<file path="src/rtl/immtypes_pkg.sv">
// Shared decode types for the ID stage: immediate selector, opcode constants,
// ID stage state encoding and a small opcode classifier.
package immtypes_pkg;

   typedef enum logic [2:0] {
      IMM_NONE = 3'd0,
      IMM_I    = 3'd1,
      IMM_S    = 3'd2,
      IMM_B    = 3'd3,
      IMM_U    = 3'd4,
      IMM_J    = 3'd5
   } imm_sel_e;

   localparam logic [6:0] OPC_LOAD   = 7'b0000011;
   localparam logic [6:0] OPC_OPIMM  = 7'b0010011;
   localparam logic [6:0] OPC_AUIPC  = 7'b0010111;
   localparam logic [6:0] OPC_STORE  = 7'b0100011;
   localparam logic [6:0] OPC_OP     = 7'b0110011;
   localparam logic [6:0] OPC_LUI    = 7'b0110111;
   localparam logic [6:0] OPC_BRANCH = 7'b1100011;
   localparam logic [6:0] OPC_JALR   = 7'b1100111;
   localparam logic [6:0] OPC_JAL    = 7'b1101111;

   typedef enum logic [1:0] {
      EMPTY  = 2'd0,
      VALID  = 2'd1,
      BUBBLE = 2'd2
   } id_state_e;

   typedef struct packed {
      imm_sel_e sel;
      logic     illegal;
      logic     is_load;
      logic     uses_rs1;
      logic     uses_rs2;
   } dec_t;

   // The opcode includes instr[1:0], so compressed encodings fall into default.
   function automatic dec_t decode_opcode(input logic [6:0] opc);
      dec_t d;
      d.sel      = IMM_NONE;
      d.illegal  = 1'b0;
      d.is_load  = (opc == OPC_LOAD);
      d.uses_rs1 = !((opc == OPC_LUI) || (opc == OPC_AUIPC) || (opc == OPC_JAL));
      d.uses_rs2 = (opc == OPC_BRANCH) || (opc == OPC_STORE) || (opc == OPC_OP);
      case (opc)
         OPC_LOAD, OPC_OPIMM, OPC_JALR: d.sel = IMM_I;
         OPC_STORE:                     d.sel = IMM_S;
         OPC_BRANCH:                    d.sel = IMM_B;
         OPC_LUI, OPC_AUIPC:            d.sel = IMM_U;
         OPC_JAL:                       d.sel = IMM_J;
         OPC_OP:                        d.sel = IMM_NONE;
         default:                       d.illegal = 1'b1;
      endcase
      return d;
   endfunction

endpackage

</file>
<file path="src/rtl/immgen.sv">
// Immediate generator: sign-extends the selected RISC-V immediate format to XLEN.
module immgen
   import immtypes_pkg::*;
#(
   parameter int XLEN = 32
) (
   input  logic [31:7]     instr_i,
   input  logic [2:0]      sel_i,
   output logic [XLEN-1:0] imm_o
);

   logic [31:0] imm32;

   always_comb begin
      imm32 = '0;
      case (sel_i)
         IMM_I:   imm32 = {{20{instr_i[31]}}, instr_i[31:20]};
         IMM_S:   imm32 = {{20{instr_i[31]}}, instr_i[31:25], instr_i[11:7]};
         IMM_B:   imm32 = {{19{instr_i[31]}}, instr_i[31], instr_i[7], instr_i[30:25], instr_i[11:8], 1'b0};
         IMM_U:   imm32 = {instr_i[31:12], 12'b0};
         IMM_J:   imm32 = {{11{instr_i[31]}}, instr_i[31], instr_i[19:12], instr_i[20], instr_i[30:21], 1'b0};
         default: imm32 = '0;
      endcase
   end

   assign imm_o = XLEN'($signed(imm32));

endmodule

</file>
<file path="src/rtl/id_stage_ctrl.sv">
// Decode-stage controller and ID/EX pipeline register with load-use stall,
// flush and EX backpressure handling plus a saturating stall-cycle counter.
module id_stage_ctrl
   import immtypes_pkg::*;
#(
   parameter int XLEN           = 32,
   parameter int REG_AW         = 5,
   parameter int LOAD_USE_STALL = 1
) (
   input  logic              clk,
   input  logic              rst_n,
   input  logic              if_valid_i,
   output logic              if_ready_o,
   input  logic [31:0]       if_instr_i,
   input  logic [XLEN-1:0]   if_pc_i,
   input  logic              flush_i,
   input  logic              hz_ld_valid_i,
   input  logic [REG_AW-1:0] hz_ld_rd_i,
   output logic              ex_valid_o,
   input  logic              ex_ready_i,
   output logic [XLEN-1:0]   ex_pc_o,
   output logic [XLEN-1:0]   ex_imm_o,
   output logic [2:0]        ex_imm_sel_o,
   output logic [6:0]        ex_opcode_o,
   output logic [REG_AW-1:0] ex_rd_o,
   output logic [REG_AW-1:0] ex_rs1_o,
   output logic [REG_AW-1:0] ex_rs2_o,
   output logic              ex_is_load_o,
   output logic              ex_illegal_o,
   output logic [31:0]       stall_cnt_o
);

   typedef struct packed {
      logic [XLEN-1:0]   pc;
      logic [XLEN-1:0]   imm;
      logic [2:0]        sel;
      logic [6:0]        opcode;
      logic [REG_AW-1:0] rd;
      logic [REG_AW-1:0] rs1;
      logic [REG_AW-1:0] rs2;
      logic              is_load;
      logic              illegal;
   } ex_t;

   id_state_e         state_q, state_d;
   ex_t               ex_q, ex_d;
   logic [31:0]       stall_cnt_q, stall_cnt_d;
   dec_t              dec;
   logic [XLEN-1:0]   imm_w;
   logic [REG_AW-1:0] rd_w, rs1_w, rs2_w;
   logic              hazard, accept;

   assign dec   = decode_opcode(if_instr_i[6:0]);
   assign rd_w  = REG_AW'(if_instr_i[11:7]);
   assign rs1_w = REG_AW'(if_instr_i[19:15]);
   assign rs2_w = REG_AW'(if_instr_i[24:20]);

   immgen #(.XLEN(XLEN)) u_immgen (
      .instr_i (if_instr_i[31:7]),
      .sel_i   (dec.sel),
      .imm_o   (imm_w)
   );

   assign hazard = (LOAD_USE_STALL != 0) && if_valid_i && hz_ld_valid_i &&
                   (hz_ld_rd_i != '0) &&
                   ((dec.uses_rs1 && (rs1_w == hz_ld_rd_i)) ||
                    (dec.uses_rs2 && (rs2_w == hz_ld_rd_i)));

   assign ex_valid_o = (state_q == VALID);
   assign if_ready_o = (!ex_valid_o || ex_ready_i) && !hazard && !flush_i;
   assign accept     = if_valid_i && if_ready_o;

   // Flush dominates; a hazard only opens a bubble once any held instruction has left.
   always_comb begin
      state_d     = state_q;
      ex_d        = ex_q;
      stall_cnt_d = stall_cnt_q;
      if (flush_i)
         state_d = EMPTY;
      else if (accept)
         state_d = VALID;
      else if (hazard && ((state_q != VALID) || ex_ready_i))
         state_d = BUBBLE;
      else if ((state_q == VALID) && !ex_ready_i)
         state_d = VALID;
      else
         state_d = EMPTY;

      if (accept) begin
         ex_d.pc      = if_pc_i;
         ex_d.imm     = imm_w;
         ex_d.sel     = dec.sel;
         ex_d.opcode  = if_instr_i[6:0];
         ex_d.rd      = rd_w;
         ex_d.rs1     = rs1_w;
         ex_d.rs2     = rs2_w;
         ex_d.is_load = dec.is_load;
         ex_d.illegal = dec.illegal;
      end

      if (hazard && !flush_i && (stall_cnt_q != '1))
         stall_cnt_d = stall_cnt_q + 32'd1;
   end

   always_ff @(posedge clk or negedge rst_n) begin
      if (!rst_n) begin
         state_q     <= EMPTY;
         ex_q        <= '0;
         stall_cnt_q <= '0;
      end else begin
         state_q     <= state_d;
         ex_q        <= ex_d;
         stall_cnt_q <= stall_cnt_d;
      end
   end

   assign ex_pc_o      = ex_q.pc;
   assign ex_imm_o     = ex_q.imm;
   assign ex_imm_sel_o = ex_q.sel;
   assign ex_opcode_o  = ex_q.opcode;
   assign ex_rd_o      = ex_q.rd;
   assign ex_rs1_o     = ex_q.rs1;
   assign ex_rs2_o     = ex_q.rs2;
   assign ex_is_load_o = ex_q.is_load;
   assign ex_illegal_o = ex_q.illegal;
   assign stall_cnt_o  = stall_cnt_q;

endmodule

</file>
<file path="config.mk">
export PLATFORM = sky130hd
export DESIGN_NAME = id_stage_ctrl
export DESIGN_NICKNAME = d
export VERILOG_FILES = /design/src/rtl/immtypes_pkg.sv /design/src/rtl/immgen.sv /design/src/rtl/id_stage_ctrl.sv
export SDC_FILE = /design/constraint.sdc
export NUM_CORES = 1
export LEC_CHECK = 0
export CORE_ASPECT_RATIO = 1.2
export CORE_MARGIN = 2
export CORE_UTILIZATION = 45
export CTS_CLUSTER_SIZE = 10
export DETAILED_ROUTE_END_ITERATION = 10
export PLACE_DENSITY = 0.8
export SYNTH_ARGS = -nofsm -noshare
export SYNTH_HDL_FRONTEND = slang
export SYNTH_HIERARCHICAL = 1
export SYNTH_SLANG_ARGS = --single-unit
</file>
<file path="constraint.sdc">
create_clock -name clk -period 2.4 [get_ports clk]
set_input_delay 0.24 -clock clk [delete_from_list [all_inputs] [get_ports clk]]
set_output_delay 0.24 -clock clk [all_outputs]
set_load 0.05 [all_outputs]
</file>
==> flow_metrics.tcl <==
set metrics [dict create \
    status "finished with violations" \
    violations "negative setup slack" \
    num_antenna_cells 0 \
    htree_levels 4 \
    synthArstFlopShare 1.00 \
    ios 200 \
    worstRegToRegCells 6 \
    ant_nets 0 \
    die_area_um2 13800 \
    port_buffers 199 \
    grt_max_degree 50 \
    critPathRequiredTime_ps 2160 \
    drv_slew 0 \
    max_freq_ghz 0.416 \
    final.period_utilization 1.00 \
    ys_types 54 \
    hpwlAfterDp_mm 12.3 \
    r2r_slack_ps 130 \
    yosys.area.top_type_share 0.542 \
    vias_per_cell 5.36 \
    synth_top_cells_by_count "dfrtp_1 (125), mux2_1 (67), xor2_1 (37)" \
    maxCapViolCount 0 \
    vdd_drop_max_v 0.000433 \
    fin_cells 881 \
    p_leak_nw 4.03 \
    nets 780 \
    grt_pass1_wl_mm 26.2 \
    total_power_mw 6.77 \
    path_class "input pin to output pin" \
    setup_slack_ps -1.55 \
    utilization 0.713 \
    netlist_instances 459 \
    finalSetupViolCount 1 \
    cp.arrival_ps 2160 \
    yosys_warnings 6 \
    syn_avg_cell_area_um2 12.6 \
    synthToLayoutAreaGrowth_pct 55.7 \
    hp-class "input pin to async pin" \
    antenna_found_initial 0 \
    grt_overflow_total 0 \
    core_area_um2 12600 \
    crit_path_end_kind "output pin" \
    rows 45 \
    drtIter0Drc 257 \
    grt_pass1_vias 4856 \
    yosysSeqAreaShare 0.542 \
    placed_area_um2 8270 \
    fin_tns_setup_ps -1.55 \
    r2r_start "stall_cnt_o[2]" \
    cts_buffers 17 \
    path_max_fanout 4 \
    drtPass1Iterations 5 \
    synthesis.area_um2 5770 \
    tritoncts "built" \
    start_util 0.458 \
    final_cell_area_um2 8990 \
    powerDensity_nw_per_um2 753 \
    route.detailed.drc 0 \
    r2r-end "stall_cnt_o[20]" \
    cts-root-buf "clkbuf_16" \
    clk_pin_slew_ps 60 \
    drive_gt1_frac 0.180 \
    n_fill_cell 860 \
    period_minus_slack_ps 2400 \
    clock_latency_ps 400 \
    finalHoldViolations 0 \
    finalWeightedCongestion 0.938 \
    place_inst 846 \
    synth_nets 535 \
    die_h_um 128 \
    ys.flop_type "dfrtp_1" \
    yosysMostFrequentCell "dfrtp_1" \
    synth_largest_area_cell "dfrtp_1" \
    startpoint_type "input pin" \
    fin_skew_ps 5.40 \
    synth-edff-count 0 \
    die_x_um 107 \
    ys_seq_elements 125 \
    max-clock-path-buffers 2 \
    grt.total_usage 0.247 \
    wl_per_cell_um 18.8 \
    clock_sinks 125 \
    synth.area.top_cells "dfrtp_1 (54%), mux2_1 (13%), xor2_1 (5.6%)" \
    slew_headroom 0.521 \
    rsz0062_at_grt "yes" \
    routed_wl_mm 16.5 \
    dr_total_vias 4720 \
    worst_slew_pin_slew_ps 717 \
]
[layout make-up]
type	count	area (um2)	share of cell area
sequential	125	3130	0.348
multi-input combinational	309	2530	0.282
timing repair buffer	251	2470	0.275
clock buffer	18	439	0.0489
clock inverter	14	205	0.0228
tap	164	205	0.0228
[logic make-up (layout without fill, tap and decap cells)]
kind of cell,Yosys count,in the layout,share of synthesized area
and+or+nand+nor,138,138,0.141
DFF,125,125,0.542
muxes,91,91,0.178
xor gates and xnor gates,41,41,0.0622
AOI/OAI and AO/OA,38,38,0.0464
buffers and inverters,25,283,0.0293
adders and majority gates,1,1,0.00217
[repair_timing]
item	4_1_cts	5_1_grt
gates cloned	0	0
buffers inserted	1	1
hold endpoints to repair	46	0
setup endpoints to repair	1	62
resized for setup	5	8
hold buffers	1	0
pin swaps	0	6
[placed cells by master, fill, tap and decap left out, types with 7 or more instances in the layout]
cell	netlist	routed
dfrtp_1	125	122
buf_12	0	7
mux2_2	24	24
nor3_1	16	16
o21ai_0	10	10
and2_1	8	7
clkdlybuf4s50_1	0	194
buf_4	3	44
mux2_1	67	67
nand2_1	27	27
xor2_1	37	37
a21o_1	8	8
clkbuf_16	0	17
nor2_1	11	11
nand4_1	8	8
nor4_1	17	14
[critical path: stages]
cell and delay, ps:
clkdlybuf4s50_1 440, or3b_1 400, a21oi_2 200, and4b_1 240
buf_4 150, a21oi_4 160, and2_4 190, buf_12 130
[metal layers]
metal / track usage / wire (um)
met5: 0 / 0
met4: 0.0845 / 356
met3: 0.0839 / 1500
met2: 0.411 / 8060
met1: 0.300 / 6620
[through the flow]
stage          worst slack [ps]  hold WS [ps]
6_report                  -1.55           415
5_1_grt                   -97.1           423
4_1_cts                    5.79           417
3_5_place_dp               -310           316
3_3_place_gp               -241           297
2_1_floorplan              21.1         -55.6
[power breakdown]
| part | total (mW) | internal [mW] | switching (mW) |
|---|---|---|---|
| Combinational | 1.60 | 0.615 | 0.989 |
| Sequential | 2.40 | 2.29 | 0.102 |
| Clock | 2.77 | 1.79 | 0.978 |
| Total | 6.77 | 4.70 | 2.07 |
[state kept, by name, summed over array words and instances (netlist names)]
signal and flops:
ex_imm_o 32, ex_pc_o 32, stall_cnt_o 32, ex_opcode_o 7
ex_rd_o 5, ex_rs1_o 5, ex_rs2_o 5, ex_imm_sel_o 3
state_q 2, ex_illegal_o 1, ex_is_load_o 1
[how the worst max path moves through the flow]
stage | slack [ps] | to | from | cells past startpoint
2_1_floorplan | 20 | if_ready_o | if_instr_i[6] | 6
3_3_place_gp | -240 | ex_imm_o[15] | hz_ld_rd_i[1] | 8
3_5_place_dp | -310 | ex_pc_o[11] | hz_ld_rd_i[1] | 8
4_1_cts | 6 | if_ready_o | if_instr_i[4] | 8
5_1_grt | -100 | if_ready_o | if_instr_i[6] | 8
6_report | -2 | if_ready_o | if_instr_i[6] | 8
(Power assumes the default switching activity.)
